$ cat config.mk
export PLATFORM = sky130hd
export DESIGN_NAME = lr35902_snd_pulse
export DESIGN_NICKNAME = d
export VERILOG_FILES = /design/src/rtl/lr35902_snd_pulse.sv
export SDC_FILE = /design/constraint.sdc
export NUM_CORES = 1
export LEC_CHECK = 0
export CAP_MARGIN = 5
export CORE_ASPECT_RATIO = 1.5
export CORE_MARGIN = 4
export CORE_UTILIZATION = 65
export DETAILED_ROUTE_END_ITERATION = 10
export GPL_TIMING_DRIVEN = 0
export PLACE_DENSITY = 0.92
export SLEW_MARGIN = 30
export SYNTH_ARGS = -nofsm -noshare
export SYNTH_HDL_FRONTEND = slang
export SYNTH_SLANG_ARGS = --single-unit
$ cat constraint.sdc
create_clock -name clk -period 15.1 [get_ports clk]
set_input_delay 3.02 -clock clk [delete_from_list [all_inputs] [get_ports clk]]
set_output_delay 3.02 -clock clk [all_outputs]
set_load 0.05 [all_outputs]
$ cat src/rtl/lr35902_snd_pulse.sv
`default_nettype none
// ============================================================================
// Module      : lr35902_snd_pulse
// Description : Square-wave (pulse) voice for the LR35902 APU. Holds the
//               NRx0..NRx4 register fields and contains the frequency timer,
//               duty sequencer, length counter, volume envelope and an
//               optional frequency sweep unit (HAS_SWEEP).
// Ports       : clk, reset (async, active-low)
//               ce                 - 1 MHz enable strobe
//               len/swp/env_tick   - frame-sequencer strobes (coincident with ce)
//               wr_swp..wr_fhi     - NRx0..NRx4 write strobes, data on din
//               sample             - registered voice amplitude (0 when silent)
//               active             - channel-on status
//               dac_on             - DAC enable (env_init != 0 || env_inc)
// Revision    : 1.0 - initial release
// ============================================================================
module lr35902_snd_pulse #(
    parameter int FREQ_W    = 11,
    parameter int LEN_W     = 6,
    parameter int VOL_W     = 4,
    parameter int HAS_SWEEP = 1
) (
    input  logic             clk,
    input  logic             reset,
    input  logic             ce,
    input  logic             len_tick,
    input  logic             swp_tick,
    input  logic             env_tick,
    input  logic             wr_swp,
    input  logic             wr_len,
    input  logic             wr_env,
    input  logic             wr_flo,
    input  logic             wr_fhi,
    input  logic [7:0]       din,
    output logic [VOL_W-1:0] sample,
    output logic             active,
    output logic             dac_on
);

    localparam logic              c_HAS_SWEEP = (HAS_SWEEP != 0);
    localparam logic [FREQ_W-1:0] c_FREQ_MAX  = {FREQ_W{1'b1}};
    localparam logic [FREQ_W:0]   c_FREQ_LIM  = {1'b0, {FREQ_W{1'b1}}};
    localparam logic [LEN_W:0]    c_LEN_FULL  = {1'b1, {LEN_W{1'b0}}};
    localparam logic [VOL_W-1:0]  c_VOL_MAX   = {VOL_W{1'b1}};

    // Register fields
    logic [2:0]        r_swp_time;
    logic              r_swp_dec;
    logic [2:0]        r_swp_shift;
    logic [1:0]        r_duty;
    logic [LEN_W:0]    r_len_cnt;
    logic [VOL_W-1:0]  r_env_init;
    logic              r_env_inc;
    logic [2:0]        r_env_time;
    logic [FREQ_W-1:0] r_freq;
    logic              r_cntlen;

    // Running state
    logic [FREQ_W-1:0] r_freq_cnt;
    logic [2:0]        r_duty_pos;
    logic [VOL_W-1:0]  r_vol;
    logic [2:0]        r_env_cnt;
    logic [FREQ_W-1:0] r_shadow;
    logic [3:0]        r_swp_cnt;
    logic              r_swp_en;
    logic              r_ovf_pend;
    logic              r_active;
    logic [VOL_W-1:0]  r_sample;

    // Post-write views of the register fields, so a trigger in the same
    // cycle as other writes sees the freshly written values.
    logic [2:0]        w_swp_time;
    logic              w_swp_dec;
    logic [2:0]        w_swp_shift;
    logic [1:0]        w_duty;
    logic [LEN_W:0]    w_len_cnt;
    logic [VOL_W-1:0]  w_env_init;
    logic              w_env_inc;
    logic [2:0]        w_env_time;
    logic              w_dac_on;
    logic [FREQ_W-1:0] w_freq;
    logic              w_trig;
    logic              w_trig_ovf;
    logic [FREQ_W:0]   w_swp_new;
    logic              w_swp_ovf;
    logic              w_swp_ovf2;
    logic [7:0]        w_pattern;
    logic              w_pat_bit;

    function automatic logic [FREQ_W:0] f_sweep(input logic [FREQ_W-1:0] base,
                                                input logic [2:0]        sh,
                                                input logic              dec);
        logic [FREQ_W:0] b;
        b = {1'b0, base};
        f_sweep = dec ? (b - (b >> sh)) : (b + (b >> sh));
    endfunction

    assign w_swp_time  = (c_HAS_SWEEP && wr_swp) ? din[6:4] : r_swp_time;
    assign w_swp_dec   = (c_HAS_SWEEP && wr_swp) ? din[3]   : r_swp_dec;
    assign w_swp_shift = (c_HAS_SWEEP && wr_swp) ? din[2:0] : r_swp_shift;
    assign w_duty      = wr_len ? din[7:6] : r_duty;
    assign w_len_cnt   = wr_len ? (c_LEN_FULL - {1'b0, din[LEN_W-1:0]}) : r_len_cnt;
    assign w_env_init  = wr_env ? VOL_W'(din[7:4]) : r_env_init;
    assign w_env_inc   = wr_env ? din[3]   : r_env_inc;
    assign w_env_time  = wr_env ? din[2:0] : r_env_time;
    assign w_dac_on    = (w_env_init != '0) || w_env_inc;
    assign w_freq[7:0]        = wr_flo ? din : r_freq[7:0];
    assign w_freq[FREQ_W-1:8] = wr_fhi ? din[FREQ_W-9:0] : r_freq[FREQ_W-1:8];
    assign w_trig      = wr_fhi && din[7];

    // Trigger-time overflow check on the new shadow (increase mode only).
    assign w_trig_ovf  = c_HAS_SWEEP && (w_swp_shift != 3'd0) && !w_swp_dec &&
                         (({1'b0, w_freq} + ({1'b0, w_freq} >> w_swp_shift)) > c_FREQ_LIM);

    // Sweep step and the look-ahead check on the value just written.
    assign w_swp_new   = f_sweep(r_shadow, r_swp_shift, r_swp_dec);
    assign w_swp_ovf   = !r_swp_dec && w_swp_new[FREQ_W];
    assign w_swp_ovf2  = !r_swp_dec &&
                         (({1'b0, w_swp_new[FREQ_W-1:0]} +
                           ({1'b0, w_swp_new[FREQ_W-1:0]} >> r_swp_shift)) > c_FREQ_LIM);

    // Duty patterns; bit index = duty_pos (position 0 is the first step).
    always_comb begin
        w_pattern = 8'b1000_0000;
        case (r_duty)
            2'd0:    w_pattern = 8'b1000_0000;
            2'd1:    w_pattern = 8'b1000_0001;
            2'd2:    w_pattern = 8'b1110_0001;
            default: w_pattern = 8'b0111_1110;
        endcase
    end
    assign w_pat_bit = w_pattern[r_duty_pos];

    always_ff @(posedge clk or negedge reset) begin
        if (!reset) begin
            r_swp_time  <= '0;
            r_swp_dec   <= 1'b0;
            r_swp_shift <= '0;
            r_duty      <= '0;
            r_len_cnt   <= '0;
            r_env_init  <= '0;
            r_env_inc   <= 1'b0;
            r_env_time  <= '0;
            r_freq      <= '0;
            r_cntlen    <= 1'b0;
            r_freq_cnt  <= '0;
            r_duty_pos  <= '0;
            r_vol       <= '0;
            r_env_cnt   <= '0;
            r_shadow    <= '0;
            r_swp_cnt   <= '0;
            r_swp_en    <= 1'b0;
            r_ovf_pend  <= 1'b0;
            r_active    <= 1'b0;
            r_sample    <= '0;
        end else begin
            r_swp_time  <= w_swp_time;
            r_swp_dec   <= w_swp_dec;
            r_swp_shift <= w_swp_shift;
            r_duty      <= w_duty;
            r_len_cnt   <= w_len_cnt;
            r_env_init  <= w_env_init;
            r_env_inc   <= w_env_inc;
            r_env_time  <= w_env_time;
            r_freq      <= w_freq;
            if (wr_fhi) begin
                r_cntlen <= din[6];
            end
            r_ovf_pend <= 1'b0;

            // Turning the DAC off kills the channel immediately.
            if (wr_env && !w_dac_on) begin
                r_active <= 1'b0;
            end
            if (r_ovf_pend) begin
                r_active <= 1'b0;
            end

            if (w_trig) begin
                // Trigger wins over any tick arriving in the same cycle.
                r_active   <= w_dac_on;
                r_freq_cnt <= w_freq;
                r_duty_pos <= '0;
                r_vol      <= w_env_init;
                r_env_cnt  <= w_env_time;
                if (w_len_cnt == '0) begin
                    r_len_cnt <= c_LEN_FULL;
                end
                r_shadow   <= w_freq;
                r_swp_cnt  <= (w_swp_time == 3'd0) ? 4'd8 : {1'b0, w_swp_time};
                r_swp_en   <= c_HAS_SWEEP && ((w_swp_time != 3'd0) || (w_swp_shift != 3'd0));
                r_ovf_pend <= w_trig_ovf;
            end else begin
                if (ce && r_active) begin
                    if (r_freq_cnt == c_FREQ_MAX) begin
                        r_freq_cnt <= r_freq;
                        r_duty_pos <= r_duty_pos + 3'd1;
                    end else begin
                        r_freq_cnt <= r_freq_cnt + 1'b1;
                    end
                end

                if (len_tick && r_cntlen && (r_len_cnt != '0) && !wr_len) begin
                    r_len_cnt <= r_len_cnt - 1'b1;
                    if (r_len_cnt == (LEN_W+1)'(1)) begin
                        r_active <= 1'b0;
                    end
                end

                if (env_tick && (r_env_time != 3'd0) && r_active) begin
                    // A zero counter (env_time raised after trigger) reloads too.
                    if (r_env_cnt <= 3'd1) begin
                        r_env_cnt <= r_env_time;
                        if (r_env_inc && (r_vol != c_VOL_MAX)) begin
                            r_vol <= r_vol + 1'b1;
                        end else if (!r_env_inc && (r_vol != '0)) begin
                            r_vol <= r_vol - 1'b1;
                        end
                    end else begin
                        r_env_cnt <= r_env_cnt - 3'd1;
                    end
                end

                if (c_HAS_SWEEP && swp_tick) begin
                    if (r_swp_cnt <= 4'd1) begin
                        r_swp_cnt <= (r_swp_time == 3'd0) ? 4'd8 : {1'b0, r_swp_time};
                        if (r_swp_en && (r_swp_time != 3'd0)) begin
                            if (w_swp_ovf) begin
                                r_active <= 1'b0;
                            end else if (r_swp_shift != 3'd0) begin
                                r_shadow <= w_swp_new[FREQ_W-1:0];
                                r_freq   <= w_swp_new[FREQ_W-1:0];
                                if (w_swp_ovf2) begin
                                    r_active <= 1'b0;
                                end
                            end
                        end
                    end else begin
                        r_swp_cnt <= r_swp_cnt - 4'd1;
                    end
                end
            end

            r_sample <= (r_active && w_pat_bit) ? r_vol : '0;
        end
    end

    assign sample = r_sample;
    assign active = r_active;
    assign dac_on = (r_env_init != '0) || r_env_inc;

endmodule
`default_nettype wire
; ---- Word-level counts from Yosys, hierarchy flattened
; Cells that the tools add are included.
[totals]
reg_bits = 79
in_bits = 19
out_inout_bits = 6
wordCells = 155
[op_classes]
add_sub_neg = 12
order_cmp = 5
eq_ne = 6
n_shift = 3
muxes = 60
n_reduce_logical = 49
[ops]
columns = op, n
row1 = $mux 11, 15
row2 = $mux 4, 12
row3 = $add 11x12->12, 3
row4 = $shr 11x3->12, 3
row5 = $mux 3, 10
row6 = $mux 7, 4
row7 = $gt 12x11->1 const B, 2
row8 = $pmux 8 s3, 1
row9 = $reduce_bool 3->1, 6
row10 = $logic_and 1x1->1, 16
row11 = $reduce_bool 2->1, 8
row12 = $mux 1, 15
row13 = $mux 12, 1
row14 = $reduce_bool 4->1, 3
row15 = $sub 11x12->12, 1
row16 = $add 11x1->11 const B, 1
row17 = $eq 11x11->1 const B, 1
row18 = $mux 8, 1
row19 = $sub 4x1->4 const B, 2
row20 = $eq 7x1->1 const B, 1
row21 = $logic_not 7->1, 1
row22 = $reduce_bool 7->1, 1
row23 = $sub 7x1->7 const B, 1
row24 = $sub 7x6->7 const A, 1
row25 = other kinds (18), 25

; ---- Depth between registers and ports, before layout
; Gate-level depths: netlist (run 1).
[depth]
ltp_word = 16
ltp_mapped = 26
ltp_nobuf = 24

; ---- Worst setup path after synthesis (run 1)
; OpenSTA, ideal clock, no wires.
[synth_timing]
path_type = input-to-reg
start = input port wr_swp
end = register r_ovf_pend
setup_time_ps = 121
arrival_ps = 5655
t_required_ps = 14979
slack_ps = 9324
path_stages = 15
n_path_buf = 2
cell_sequence = clkbuf_1 -> mux2i_1 -> clkbuf_1 -> o21ai_0 -> o21ai_0 -> nor2_1 -> a31oi_1 -> ha_1 -> a21o_1 -> a21o_1 -> a21o_1 -> a21oi_1 -> o21ai_0 -> a21oi_1 -> and4b_1
[synth_via]
elab_chain_len = 6
word_cells_on_any_way = 10
classes_between = add/sub (1) / order compare (1) / shift (1) / mux (3) / reduce/logical (4)
[synth_rtl]
columns = item, line
row1 = "start, declared", 29  ; input logic wr_swp,
row2 = $mux 3, 100  ; assign w_swp_shift = (c_HAS_SWEEP && wr_swp) ? din[2:0] : r_swp_shift;
row3 = $shr 11x3->12, 113  ; (({1'b0, w_freq} + ({1'b0, w_freq} >> w_swp_shift)) > c_FREQ_LIM);
row4 = $add 11x12->12, 113
row5 = $gt 12x11->1, 113
row6 = $logic_and 1x1->1 *, 112  ; assign w_trig_ovf = c_HAS_SWEEP && (w_swp_shift != 3'd0) && !w_swp_dec &&
row7 = $mux 1 *, 179  ; if (w_trig) begin
row8 = "end signal, assigned", 192  ; r_ovf_pend <= w_trig_ovf;
row9 = "end, declared", 66  ; logic r_ovf_pend;
; Every way passes the cells marked *; elsewhere a longest branch is shown, timed or not.
; A chain may end at the register's enable or synchronous reset.

; ---- Worst setup path after layout (run 1)
[layout_timing]
start = register r_swp_shift[2]
end = register r_active (netlist: active)
[layout_via]
elab_chain_len = 14
word_cells_on_any_way = 17
classes_between = add/sub (3) / order compare (1) / shift (2) / mux (8) / reduce/logical (3)
[layout_rtl]
columns = item, line
row1 = "start, declared", 49  ; logic [2:0] r_swp_shift;
row2 = "start signal, assigned", 159  ; r_swp_shift <= w_swp_shift;
row3 = $shr 11x3->12, 95  ; f_sweep = dec ? (b - (b >> sh)) : (b + (b >> sh));
row4 = $add 11x12->12 / $sub 11x12->12 (equally long branches), 95
row5 = $mux 12, 95
row6 = $shr 11x3->12, 120  ; ({1'b0, w_swp_new[FREQ_W-1:0]} >> r_swp_shift)) > c_FREQ_LIM);
row7 = $add 11x12->12, 119  ; (({1'b0, w_swp_new[FREQ_W-1:0]} +
row8 = $gt 12x11->1, 120
row9 = $logic_and 1x1->1, 118  ; assign w_swp_ovf2 = !r_swp_dec &&
row10 = $mux 1, 233  ; if (w_swp_ovf2) begin
row11 = $mux 1, 230  ; end else if (r_swp_shift != 3'd0) begin
row12 = $mux 1 *, 228  ; if (w_swp_ovf) begin
row13 = $mux 1 *, 227  ; if (r_swp_en && (r_swp_time != 3'd0)) begin
row14 = $mux 1 *, 225  ; if (r_swp_cnt <= 4'd1) begin
row15 = $mux 1 *, 224  ; if (c_HAS_SWEEP && swp_tick) begin
row16 = $mux 1 *, 179
row17 = "end signal, assigned", 181  ; r_active <= w_dac_on;
row18 = "end, declared", 67  ; logic r_active;
; Marked as above.

==> out/results.tsv, run 1 <==
metric	value	unit
status	finished clean	
max_cap_violations	0	
avgSynthCellArea	8.74	µm²
dieWidth	91.2	µm
cp_top_family	buffers and inverters	
rsz0062_at_grt	no	
ant_nets	0	
rows	45	
cts_inserted_buffers	9	
crit_type	reg2reg	
drcViolationCount	0	
clkPwrFrac	12.8	%
fin_tns_setup	0	ps
final_common_cell	dfrtp_1	
die_h	133	µm
grt_pass1_wl	31.8	mm
synth_top_family_by_area	compound AO/OA/AOI/OAI gates	
min_path_type	reg2reg	
min_period_over_period	44.6	%
p_comb_share	67.2	%
groute.usage.overall	32.9	%
num_vias	6348	
synth_compound_area_share	20.3	%
switching_share	48.4	%
drt-wirelength-per-cell	21.0	µm
cp_num_buf_inv	4	
synth_edf_count	0	
p_leak	3.23	nW
ys_types	80	
crit_path_start_kind	flop	
final_hold_viol_count	0	
area_delta_synth_final	9.59	%
synth_ff_type	dfrtp_1	
hold_buffers	0	
place_area	0.00708	mm²
yosysWarningCount	0	
peakVddDrop	0.280	mV
synthMuxAreaShare	13.8	%
synth.net_count	840	
syn-cell-area	0.00674	mm²
mostFrequentLayoutCells	79 x dfrtp_1, 76 x nand2_1, 69 x nor2_1	
htreeDepth	3	
drt-total-wl	19.4	mm
critPathMaxFanout	10	
coreArea	0.0101	mm²
cpMaxStageDelayCell	xnor2_1	
drt_pass1_iterations	6	
cts_resized	0	
finalSetupViolCount	0	
p_per_area	235	mW/mm²
critPathArrivalTime	6950	ps
synthAdderAreaFrac	9.46	%
antenna_cells	0	
die_area	0.0121	mm²
pin_count	25	
stdcell_area	0.00739	mm²
yosysSeqAreaShare	29.3	%
cts_setup_buffers	0	
fmax	149	MHz
initial_core_util	66.5	%
cts.sinks	79	
synth_cells	772	
maxSlewHeadroom	42.2	%
seq_power_share	20.0	%
grt_pass1_vias	6622	
vias_per_cell	6.89	
clock-skew-final	5.31	ps
yosys.area_share.simple	17.4	%
end_kind	flop	
cp.required	15320	ps
first_iter_violations	405	
ys_ff_latch	79	
grt_max_degree	44	
period_needed	6730	ps
port_buffers	16	
synth_xor_area_share	4.53	%
tightest_slew	866	ps
cts_tree	yes	
gr-total-overflow	0	
gp_congestion	1.00	
slew_violations	0	
layout.nets	868	
max_stage_delay	680	ps
drive_gt1_share	9.44	%
clkLatencyLatePin	340	ps
cts.clk_slew.worst_paths	60	ps
clockBufferDepth	2	
p_sw	0.842	mW
antenna_found_initial	0	
async_flop_share	100	%
p_int	0.898	mW
dp_hpwl	14.7	mm
cts_root_buf	clkbuf_16	
-- Yosys cell counts, drive strengths merged, types with 7 or more instances --
cell,n,area [µm²]
a211oi,13,103
a21o,8,60.1
a21oi,56,280
a31oi,9,56.3
and2,16,100
and3,7,48.8
clkbuf,35,131
dfrtp,79,1980
ha,47,588
inv,50,188
mux2,21,240
mux2i,37,370
mux4,14,323
nand2,76,285
nand3,11,55.1
nand4,7,43.8
nor2,70,265
nor3,19,100
nor4,7,65.1
o211ai,16,120
o21ai,55,287
or4,7,52.6
xnor2,18,158
xor2,16,148
-- layer usage --
metal	wire length [µm]	vias up	track usage, %	part of all wire, %
met3	1360	124	6.83	7.0
met2	9840	332	58.2	51
li1	-	2862	-	-
met4	1480	0	24.5	7.7
met5	0	-	0	0
met1	6680	3030	33.7	35
-- stage by stage --
step	hold slack (ps)	util (%)	instances	worst slack, ps	power, mW
after detailed placement	523	69.9	906	8480	1.49
after global placement	485	69.6	905	8350	1.43
after global routing	535	72.9	922	8080	1.88
after floorplan	472	-	772	9320	1.18
final	530	72.9	922	8370	1.74
after CTS	535	72.9	922	8440	1.72
-- area by class of cell --
| class | count | area [µm²] |
|---|---|---|
| Timing Repair Buffer | 17 | 178 |
| Fill cell | 740 | 2740 |
| Buffer | 39 | 163 |
| Clock buffer | 13 | 270 |
| Multi-Input combinational cell | 604 | 4430 |
| Sequential cell | 79 | 1980 |
| Tap cell | 117 | 146 |
| Clock inverter | 3 | 40.0 |
| Inverter | 50 | 188 |
-- registers in the layout (all words and copies together) (netlist names) --
name         flops
r_env_init       4
r_ovf_pend       1
r_swp_en         1
r_env_inc        1
r_swp_cnt        4
r_cntlen         1
r_len_cnt        7
r_freq_cnt      11
sample           4
r_swp_dec        1
r_duty           2
r_freq          11
active           1
r_env_cnt        3
r_vol            4
r_env_time       3
r_swp_time       3
r_duty_pos       3
r_shadow        11
r_swp_shift      3
-- final timing paths --
path | from | endpoint | slack, ps | cells past startpoint
hold reg to reg | r_swp_en | r_swp_en | 530 | 1
setup / recovery | r_swp_shift[2] | active | 8370 | 25
setup reg to reg | r_swp_shift[2] | active | 8370 | 25
min in group asynchronous | reset | r_duty[1] | 2670 | 1
max in group asynchronous | reset | r_swp_time[0] | 11820 | 2
hold / removal | r_swp_en | r_swp_en | 530 | 1
-- power groups by stage --
| stage | registers, mW | logic, mW | clock network [mW] |
|---|---|---|---|
| floorplan | 0.338 | 0.844 | 0 |
| global placement | 0.343 | 1.09 | 0 |
| detailed placement | 0.346 | 1.14 | 0 |
| CTS | 0.343 | 1.15 | 0.225 |
| global route | 0.354 | 1.29 | 0.236 |
| finish | 0.347 | 1.17 | 0.224 |
-- kinds of logic (layout without fill, tap and decap cells) --
logic type               Yosys count  count (layout)
AND/OR/NAND/NOR                  242             242
AO/OA/AOI/OAI                    206             206
buffers and inverters             89             122
flip-flops                        79              79
multiplexers                      72              72
adder cells (fa/ha/maj)           50              50
XOR/XNOR                          34              34
Power figures use the tool's default switching activity.
==> run 2: changes to the inputs <==
Settings changed: CORE_UTILIZATION 65 to 57, PLACE_DENSITY 0.92 to 0.86.
Clock period 15.1 ns to 6.1 ns, I/O delays scaled along.
==> out/results.tsv, run 2 (synthesis gave the netlist of run 1 again) <==
metric	value	unit
fin_util	65.3	%
cp.required	6330	ps
crit_type	reg2reg	
drive_gt1_share	10.6	%
die_area	0.0137	mm²
ant_nets	0	
layout.nets	867	
critPathMaxFanout	9	
crit_path_start_kind	flop	
antenna_cells	0	
peakVddDrop	0.483	mV
dp_hpwl	14.5	mm
drt-total-wl	19.2	mm
end_kind	flop	
critPathArrivalTime	6130	ps
status	finished clean	
top_regs	r_freq (11), r_freq_cnt (11), r_shadow (11)	
first_iter_violations	654	
rr_worst_depth	25	
pin_count	25	
max_cap_violations	0	
grt_max_degree	67	
gp_congestion	0.977	
p_leak	3.26	nW
area_delta_synth_final	11.7	%
tightest_slew	783	ps
grt_pass1_vias	6412	
initial_core_util	58.5	%
slew_violations	0	
rows	48	
vias_per_cell	6.65	
whs_path_depth	1	
maxSlewHeadroom	47.7	%
min_period_over_period	96.7	%
drt-wirelength-per-cell	20.1	µm
fmax	170	MHz
clockBufferDepth	2	
period_needed	5900	ps
dp_slack	-231	ps
gr-total-overflow	0	
finalSetupViolCount	0	
finalPower	4.48	mW
cts_tree	yes	
antenna_found_initial	0	
setup_slack	203	ps
cts_inserted_buffers	9	
dieWidth	96.8	µm
cts.clk_slew.worst_paths	60	ps
drcViolationCount	0	
cts_root_buf	clkbuf_16	
cts.sinks	79	
drt_pass1_iterations	6	
die_h	141	µm
coreArea	0.0115	mm²
htreeDepth	3	
final_hold_viol_count	0	
final_common_cell	dfrtp_1	
fin_tns_setup	0	ps
holdWs	508	ps
groute.usage.overall	28.3	%
mostFrequentLayoutCells	78 x dfrtp_1, 76 x nand2_1, 69 x nor2_1	
hold_buffers	0	
port_buffers	16	
p_per_area	594	mW/mm²
num_vias	6342	
clock-skew-final	5.84	ps
clkLatencyLatePin	350	ps
grt_pass1_wl	31.2	mm
cts_setup_buffers	0	
min_path_type	reg2reg	
==> run 2: cell types whose count changed in the layout (fill, tap and decap cells not counted), moves of 2 or more <==
cell / change
clkbuf_1: -4
clkinv_2: -2
clkbuf_2: +2
xor2_2: +2
xnor2_1: -2
clkbuf_8: -3
inv_6: +3
xnor2_4: +2
xor2_1: -2
==> run 2: power breakdown <==
group	internal, mW	switching [mW]	leakage [nW]
logic	1.26	1.76	2.16
clock network	0.363	0.232	0.157
registers	0.672	0.190	0.945
==> run 2: layer usage <==
metal | wire [µm] | vias to the layer above | share of wire (%) | global-route usage, %
met4 | 1650 | 0 | 8.6 | 22.6
met3 | 1330 | 123 | 6.9 | 5.20
li1 | - | 2875 | - | -
met5 | 0 | - | 0 | 0
met2 | 9740 | 350 | 51 | 51.1
met1 | 6480 | 2994 | 34 | 28.2
==> run 2: worst max-delay path, stage by stage (launching register included) <==
cell,delay (ps)
dfrtp_1,370
clkbuf_1,250
inv_2,310
clkbuf_2,310
nand2_1,70
and2_1,170
ha_1,180
and2_1,180
a21oi_1,180
xor2_1,200
ha_1,290
or2_2,320
a21o_1,210
nand2_1,170
xor2_2,300
inv_1,160
mux4_2,500
mux2_2,280
ha_1,270
a21oi_1,60
nor2b_1,110
o211ai_1,90
a31o_2,250
a211o_1,350
nand4_1,110
a21oi_1,60
==> run 2: area by class of cell <==
type / count / area [µm²]
buffer: 38 / 161
clock buffer: 9 / 225
clock inverter: 7 / 103
fill: 909 / 4000
inverter: 50 / 188
multi-input combinational: 604 / 4500
sequential: 79 / 1980
tap: 150 / 188
timing repair buffer: 17 / 189
==> run 2: stage by stage <==
stage,cell area [µm²],cells
finish,7530,954
global route,7530,954
CTS,7470,954
detailed placement,7130,939
global placement,7090,938
floorplan,6740,772
==> run 2: final timing paths <==
check,start,endpoint,slack [ps]
min,r_cntlen,r_cntlen,510
max,r_swp_shift[2],active,200
min reg2reg,r_cntlen,r_cntlen,510
max reg2reg,r_swp_shift[2],active,200
min in group asynchronous,reset,r_swp_en,690
max in group asynchronous,reset,r_swp_shift[1],4840
==> run 2: repair_timing <==
| action | 4_1_cts | 5_1_grt |
|---|---|---|
| hold endpoints to repair | 0 | 0 |
| setup endpoints to repair | 1 | 1 |
| resized for setup | 2 | 10 |
